===== config.mk =====
export PLATFORM = sky130hd
export DESIGN_NAME = claw_play_sequencer
export DESIGN_NICKNAME = d
export VERILOG_FILES = /design/src/rtl/claw_play_sequencer.sv
export SDC_FILE = /design/constraint.sdc
export NUM_CORES = 1
export LEC_CHECK = 0
export CAP_MARGIN = 10
export CORE_ASPECT_RATIO = 1.1
export CORE_MARGIN = 8
export CORE_UTILIZATION = 45
export DETAILED_ROUTE_END_ITERATION = 7
export GPL_TIMING_DRIVEN = 0
export HOLD_SLACK_MARGIN = 0.15
export PLACE_DENSITY = 0.81
export SYNTH_ARGS = -nofsm -noshare
export SYNTH_HDL_FRONTEND = slang
export SYNTH_SLANG_ARGS = --single-unit

===== constraint.sdc =====
create_clock -name clk -period 2.9 [get_ports clk]
set_input_delay 0.435 -clock clk [delete_from_list [all_inputs] [get_ports clk]]
set_output_delay 0.435 -clock clk [all_outputs]
set_load 0.02 [all_outputs]

===== src/rtl/claw_play_sequencer.sv =====
// claw_play_sequencer
// Turns the one-cycle strength/balance result codes from the claw machine credit
// FSM into a timed claw cycle (drop, grip, lift, carry, release) and a coin-refund
// handshake with the hopper. The claw and refund FSMs run independently.
//
// Optional feature macro: CLAW_SLIP_EN
//   When defined, grip_level decays by one every SLIP_PERIOD cycles across LIFT and
//   MOVE; reaching 0 pulses prize_lost and opens the jaws for the rest of MOVE.
//   When undefined, grip_level holds the latched strength and prize_lost is tied 0.
//
// Ports:
//   clk           clock
//   rstn          synchronous active-low reset
//   strength      catch request 1..9 (0 = none, 10..15 rejected)
//   balance       refund request 1..12 (0 = none)
//   coin_ack      hopper accepted one coin
//   busy          claw FSM not IDLE
//   motor_down    lower claw (DROP)
//   motor_up      raise claw (LIFT)
//   claw_close    jaws closed (GRIP, LIFT, MOVE unless slipped)
//   carriage_move drive carriage to chute (MOVE)
//   grip_level    grip strength for the jaw driver
//   catch_done    pulse during RELEASE
//   req_err       pulse when a catch request is rejected
//   coin_req      ask hopper for one coin
//   coins_left    coins still owed (saturates at 31)
//   refund_done   pulse when coins_left reaches 0
//   prize_lost    pulse when grip decays to 0 (CLAW_SLIP_EN only)
//
// Claw FSM states:
//   state   | meaning
//   IDLE    | waiting for a strength request
//   DROP    | motor_down for DROP_CYC cycles
//   GRIP    | jaws closing for GRIP_CYC cycles
//   LIFT    | motor_up with jaws closed for LIFT_CYC cycles
//   MOVE    | carriage to chute for MOVE_CYC cycles
//   RELEASE | one cycle, jaws open, catch_done
//
// Refund FSM states:
//   state   | meaning
//   R_IDLE  | nothing owed
//   R_PAY   | coin_req held until coins_left drains to 0

module claw_play_sequencer #(
    parameter int DROP_CYC    = 8,
    parameter int GRIP_CYC    = 4,
    parameter int LIFT_CYC    = 8,
    parameter int MOVE_CYC    = 12,
    parameter int SLIP_PERIOD = 4
) (
    input  logic       clk,
    input  logic       rstn,
    input  logic [3:0] strength,
    input  logic [3:0] balance,
    input  logic       coin_ack,
    output logic       busy,
    output logic       motor_down,
    output logic       motor_up,
    output logic       claw_close,
    output logic       carriage_move,
    output logic [3:0] grip_level,
    output logic       catch_done,
    output logic       req_err,
    output logic       coin_req,
    output logic [4:0] coins_left,
    output logic       refund_done,
    output logic       prize_lost
);

    localparam int CW = 8;

    typedef enum logic [2:0] {
        IDLE    = 3'd0,
        DROP    = 3'd1,
        GRIP    = 3'd2,
        LIFT    = 3'd3,
        MOVE    = 3'd4,
        RELEASE = 3'd5
    } claw_state_t;

    typedef enum logic {
        R_IDLE = 1'b0,
        R_PAY  = 1'b1
    } refund_state_t;

    claw_state_t   claw_state, claw_next;
    refund_state_t r_state, r_next;
    logic [CW-1:0] phase;
    logic          strength_ok;
    logic          accept;
    logic          slipped;
    logic          pay_take;
    logic [5:0]    coin_sum;
    logic [4:0]    coins_next;

    assign strength_ok = (strength != 4'd0) && (strength <= 4'd9);
    assign accept      = (claw_state == IDLE) && strength_ok;

    // ---------------- claw FSM ----------------
    always_ff @(posedge clk) begin
        if (!rstn) claw_state <= IDLE;
        else       claw_state <= claw_next;
    end

    always_comb begin
        claw_next = claw_state;
        case (claw_state)
            IDLE:    if (strength_ok)     claw_next = DROP;
            DROP:    if (phase == '0)     claw_next = GRIP;
            GRIP:    if (phase == '0)     claw_next = LIFT;
            LIFT:    if (phase == '0)     claw_next = MOVE;
            MOVE:    if (phase == '0)     claw_next = RELEASE;
            RELEASE:                      claw_next = IDLE;
            default:                      claw_next = IDLE;
        endcase
    end

    always_comb begin
        busy          = 1'b0;
        motor_down    = 1'b0;
        motor_up      = 1'b0;
        claw_close    = 1'b0;
        carriage_move = 1'b0;
        case (claw_state)
            DROP: begin
                busy       = 1'b1;
                motor_down = 1'b1;
            end
            GRIP: begin
                busy       = 1'b1;
                claw_close = 1'b1;
            end
            LIFT: begin
                busy       = 1'b1;
                motor_up   = 1'b1;
                claw_close = 1'b1;
            end
            MOVE: begin
                busy          = 1'b1;
                carriage_move = 1'b1;
                claw_close    = !slipped;
            end
            RELEASE: busy = 1'b1;
            default: ;
        endcase
    end

    // Phase down-counter: loaded with (duration-1) on every state entry, so the
    // state advances on the cycle the counter reads zero.
    always_ff @(posedge clk) begin
        if (!rstn) begin
            phase <= '0;
        end else if (claw_next != claw_state) begin
            case (claw_next)
                DROP:    phase <= CW'(DROP_CYC - 1);
                GRIP:    phase <= CW'(GRIP_CYC - 1);
                LIFT:    phase <= CW'(LIFT_CYC - 1);
                MOVE:    phase <= CW'(MOVE_CYC - 1);
                default: phase <= '0;
            endcase
        end else if (phase != '0) begin
            phase <= phase - 1'b1;
        end
    end

    always_ff @(posedge clk) begin
        if (!rstn) begin
            catch_done <= 1'b0;
            req_err    <= 1'b0;
        end else begin
            catch_done <= (claw_next == RELEASE);
            req_err    <= (strength != 4'd0) && !accept;
        end
    end

`ifdef CLAW_SLIP_EN
    // Slip timer runs across LIFT and MOVE without reloading at the MOVE boundary.
    logic [CW-1:0] slip_cnt;
    logic          slip_tick;

    assign slip_tick = ((claw_state == LIFT) || (claw_state == MOVE)) && (slip_cnt == '0);

    always_ff @(posedge clk) begin
        if (!rstn) begin
            slip_cnt   <= '0;
            slipped    <= 1'b0;
            prize_lost <= 1'b0;
            grip_level <= 4'd0;
        end else begin
            if ((claw_state == GRIP) && (claw_next == LIFT))
                slip_cnt <= CW'(SLIP_PERIOD - 1);
            else if (slip_tick)
                slip_cnt <= CW'(SLIP_PERIOD - 1);
            else if (slip_cnt != '0)
                slip_cnt <= slip_cnt - 1'b1;

            prize_lost <= slip_tick && (grip_level == 4'd1);

            if (claw_state == IDLE)
                slipped <= 1'b0;
            else if (slip_tick && (grip_level == 4'd1))
                slipped <= 1'b1;

            // RELEASE clearing wins over a decay tick landing on the same edge.
            if (accept)
                grip_level <= strength;
            else if (claw_next == RELEASE)
                grip_level <= 4'd0;
            else if (slip_tick && (grip_level != 4'd0))
                grip_level <= grip_level - 4'd1;
        end
    end
`else
    assign slipped    = 1'b0;
    assign prize_lost = 1'b0;

    always_ff @(posedge clk) begin
        if (!rstn)
            grip_level <= 4'd0;
        else if (accept)
            grip_level <= strength;
        else if (claw_next == RELEASE)
            grip_level <= 4'd0;
    end
`endif

    // ---------------- refund FSM ----------------
    // coin_req implies coins_left > 0, so the subtraction never underflows;
    // the 6-bit sum (max 31+12) is clamped to 31.
    assign pay_take   = coin_req && coin_ack;
    assign coin_sum   = {1'b0, coins_left} + {2'b00, balance} - {5'b0, pay_take};
    assign coins_next = (coin_sum > 6'd31) ? 5'd31 : coin_sum[4:0];

    always_ff @(posedge clk) begin
        if (!rstn) r_state <= R_IDLE;
        else       r_state <= r_next;
    end

    always_comb begin
        r_next = r_state;
        case (r_state)
            R_IDLE:  if (coins_next != 5'd0) r_next = R_PAY;
            R_PAY:   if (coins_next == 5'd0) r_next = R_IDLE;
            default: r_next = R_IDLE;
        endcase
    end

    always_comb begin
        coin_req = (r_state == R_PAY);
    end

    always_ff @(posedge clk) begin
        if (!rstn) begin
            coins_left  <= 5'd0;
            refund_done <= 1'b0;
        end else begin
            coins_left  <= coins_next;
            refund_done <= (r_state == R_PAY) && (coins_next == 5'd0);
        end
    end

endmodule


; ---- After elaboration in Yosys (flattened, before gate mapping)
; Cells that the tools add are included.
[op_classes]
n_addsub = 3
n_lt_le_gt_ge = 2
eq_ne = 11
mux = 20
bitwise_logic = 1
n_reduce_logical = 17
[op_table]
columns = operator, count
row1 = $mux 8, 2
row2 = $mux 3, 5
row3 = $pmux 3 s5, 1
row4 = $eq 3x2->1 const B, 4
row5 = $eq 3x3->1 const B, 4
row6 = $pmux 4 s3, 1
row7 = $logic_not 8->1, 1
row8 = $mux 4, 2
row9 = $reduce_bool 8->1, 1
row10 = $sub 8x1->8 const B, 1
row11 = $mux 1, 7
row12 = $add 5x4->6, 1
row13 = $eq 3x1->1 const B, 2
row14 = $gt 6x5->1 const B, 1
row15 = $sub 6x1->6, 1
row16 = $logic_and 1x1->1, 5
row17 = $logic_not 5->1, 1
row18 = $mux 5, 1
row19 = $reduce_bool 5->1, 1
row20 = $reduce_or 5->1, 1
row21 = $le 4x4->1 const B, 1
row22 = $reduce_bool 2->1, 2
row23 = $reduce_bool 4->1, 1
row24 = $logic_not 3->1, 1
row25 = 6 further kinds, 6
[word_totals]
ff_bits = 24
input_bits = 11
word_cells = 62

; ---- Logic depth before layout (Yosys ltp)
[depth]
word_depth = 8
ltp_mapped = 9
mapped_depth_nobuf = 9

; ---- Least setup slack after synthesis
; OpenSTA, ideal clock, no wires.
[synth_timing]
path_type = input port to flip-flop
startpoint = input coin_ack
endpoint = register refund_done
arrival_time_ns = 2.374
t_required_ns = 2.778
path_slack_ns = 0.405
stages = 9
n_path_buf = 0
path_cell_list = and2_1 > ha_1 > inv_1 > ha_1 > fa_1 > a21o_1 > and3_1 > o211a_1 > o311a_1
[synth_between]
elab_chain_len = 6
[synth_rtl]
columns = item, line_no
row1 = from (decl), 55  ; input logic coin_ack,
row2 = $logic_and 1x1->1 (*), 230  ; assign pay_take = coin_req && coin_ack;
row3 = $sub 6x1->6 (*), 231  ; assign coin_sum = {1'b0, coins_left} + {2'b00, balance} - {5'b0, pay_take};
row4 = $gt 6x5->1, 232  ; assign coins_next = (coin_sum > 6'd31) ? 5'd31 : coin_sum[4:0];
row5 = $mux 5 (*), 232
row6 = $logic_not 5->1 (*), 258  ; refund_done <= (r_state == R_PAY) && (coins_next == 5'd0);
row7 = $logic_and 1x1->1 (*), 258
row8 = to (signal assigned), 258
row9 = to (decl), 66  ; output logic refund_done,
; Every way passes the cells marked *; elsewhere a longest branch is shown, timed or not.
; A chain may end at the register's enable or synchronous reset.

; ---- Worst setup path in the final report
; Ends and elaborated chain as after synthesis.

==> run metrics <==
Post-Syn Area 1510 um2; multi-input logic area 901 um2; post-DP HPWL about 2600 um; VDD IR max 0.417 mV; Logic pwr share 0.623; Final nets 231; LEAKAGE 0.000817 uW; Total Power 2000 uW; Yosys cell types 49; Initial Utilization 0.461; first-pass GRT wire length 5820 um; CTS sink cnt 24; Area Overhead vs Synth 25.0%; syn avg cell area ~8.6 um2; PwrDens 1060 nW/um2; DP Cell Count 240; crit start category input port; Core Area 3280 um2; fmax 0.378 GHz; die area 5460 um2; final-report hold violation count 0; Die X 71.2 um; CTS tree yes; synthesized flop and latch total 24; placed cell areas 1830 um2; Post-CTS Setup Bufs 0; CP required 3150 ps; internal power about 1100 uW; final non-filler cell total 244; DRC 0; Max Slew Vio Count 0; Die Y-Extent 76.7 um; via/cell ratio 5.57; IO Pins 30; CP Data Arrival Time slightly below 3000 ps; Wirelength per Cell 13.7 um; total grt overflow 0; Port Buffers 28; Place WS -129 ps; Synth Net Count between 150 and 200; initial antenna violation count 0; Fin Clk Skew 14.1 ps; CP Class in -> reg; commonest non-fill, non-tap cells in the layout clkdlybuf4s50_1, dfxtp_1, inv_1; layout cells sized above 1 0.0817; worst hold path type reg -> reg; vias in the first global route approximately 1,300; H-tree depth 1; switching portion of total power 0.431; crit-path max FO 4; Max Cap Violations 0; RSZ-0062 raised after global routing no; worst-margin pin slew ~550 ps; ant diodes 0; post-layout min period 2650 ps; GR Util All Layers 0.128; Final ANT Viol Nets 0; largest net degree at the start of global routing 15; power share of the sequential group 0.250; clk buf depth 2; Clk Latency, worst-skew pair roughly 340 ps; RePlAce Congestion between 0.7 and 0.8; drt pass-1 iters 4; Hold Buf Count CTS 0; setup violators final 0; Yosys warning total 0; post-cts resize count 0; Max-slew headroom 0.629; Net Switching 864 uW; Post-Route WL ~3400 um; DRT iter0 DRCs 49; post-route cell area 1890 um2; commonest non-fill, non-tap cell in the layout clkdlybuf4s50_1; status complete, no violations; fin crit share 0.913; clk slew on worst S/H paths 150 ps; TritonCTS Buffers 3; Worst setup EP type flop; vias about 1,400; # rows 22; post-synthesis sequential area ratio 0.318; Clk pwr share 0.127; Post-synth ARST share 0; root buffer cell clkbuf_4; EDFF count, synth 0; post-route worst setup slack ~250 ps; number of fill cells in the layout 309; Sequential Area between 400 and 500 um2; Synth Flop Type dfxtp_1; synthesized instance count roughly 180
cells by family (layout without fill, tap and decap cells):
group	Yosys count	count (layout)	synth area share
fa+ha+maj	11	11	0.0962
mux	6	6	0.0473
xor+xnor	5	5	0.0290
compound gates	43	43	0.193
flops	24	24	0.318
simple gates	56	56	0.229
other cells	1	1	0.00249
buf+inv	30	62	0.0846
layer usage:
metal	vias up	part of all wire	track usage	wire length (um)
met3	5	0.052	0.0325	173
met1	632	0.45	0.146	1520
li1	692	-	-	-
met2	31	0.47	0.213	1580
met5	-	0	0	0
met4	0	0.021	0.0688	72
area by class of cell:
class                           count  area share
Timing Repair Buffer               28       0.149
Sequential cell                    24       0.255
Clock inverter                      1      0.0159
Buffer                              8      0.0239
Clock buffer                        3      0.0119
Multi-Input combinational cell    122       0.477
Tap cell                           36      0.0239
Inverter                           22      0.0438
critical path, cell delays in order:
cell	delay (ps)
clkdlybuf4s50_1	390
and2_1	150
ha_1	270
inv_1	40
ha_1	220
fa_1	430
a21o_1	200
and3_1	180
o211a_1	230
o311a_1	350
state kept, by name, summed over array words and instances (netlist names):
| register | count |
|---|---|
| phase | 8 |
| grip_level | 4 |
| coin_req | 1 |
| claw_state | 3 |
| catch_done | 1 |
| coins_left | 5 |
| refund_done | 1 |
| req_err | 1 |
final timing paths:
path                            endpoint                   from  slack [ps]  cells past startpoint
setup / recovery  refund_done$_SDFF_PN0_               coin_ack         250                     10
hold / removal     phase[6]$_SDFFE_PN0P_  phase[6]$_SDFFE_PN0P_         550                      2
setup reg to reg  refund_done$_SDFF_PN0_    coin_req$_SDFF_PN0_         360                      9
hold reg to reg    phase[6]$_SDFFE_PN0P_  phase[6]$_SDFFE_PN0P_         550                      2
synthesized netlist by cell type, types with 3 or more instances:
| master | count | area share |
|---|---|---|
| clkbuf_1 | 5 | 0.012 |
| and3_1 | 3 | 0.012 |
| nor3_1 | 7 | 0.023 |
| a21oi_1 | 13 | 0.043 |
| a32oi_1 | 4 | 0.023 |
| ha_1 | 10 | 0.083 |
| dfxtp_1 | 24 | 0.32 |
| o21ai_0 | 6 | 0.020 |
| nand2_1 | 3 | 0.0075 |
| mux2i_1 | 3 | 0.020 |
| nor2_1 | 11 | 0.027 |
| o21a_1 | 5 | 0.025 |
| nand3_1 | 10 | 0.033 |
| and2_1 | 6 | 0.025 |
| xnor2_1 | 3 | 0.017 |
| inv_1 | 21 | 0.052 |
through the flow:
step	TNS [ps]	hold slack, ps	util
after global placement	-99.1	494	0.560
after detailed placement	-155	509	0.560
final	0	547	0.576
after floorplan	0	504	-
after CTS	0	546	0.576
after global routing	0	590	0.576
power groups by stage:
| stage | clock network (uW) | logic (uW) | registers (uW) |
|---|---|---|---|
| after floorplan | 0 | 859 | 562 |
| after CTS | 257 | 1250 | 501 |
| after global placement | 0 | 1210 | 505 |
| after global routing | 269 | 1400 | 512 |
| final | 255 | 1250 | 501 |
| after detailed placement | 0 | 1240 | 509 |
(Power assumes the default switching activity.)
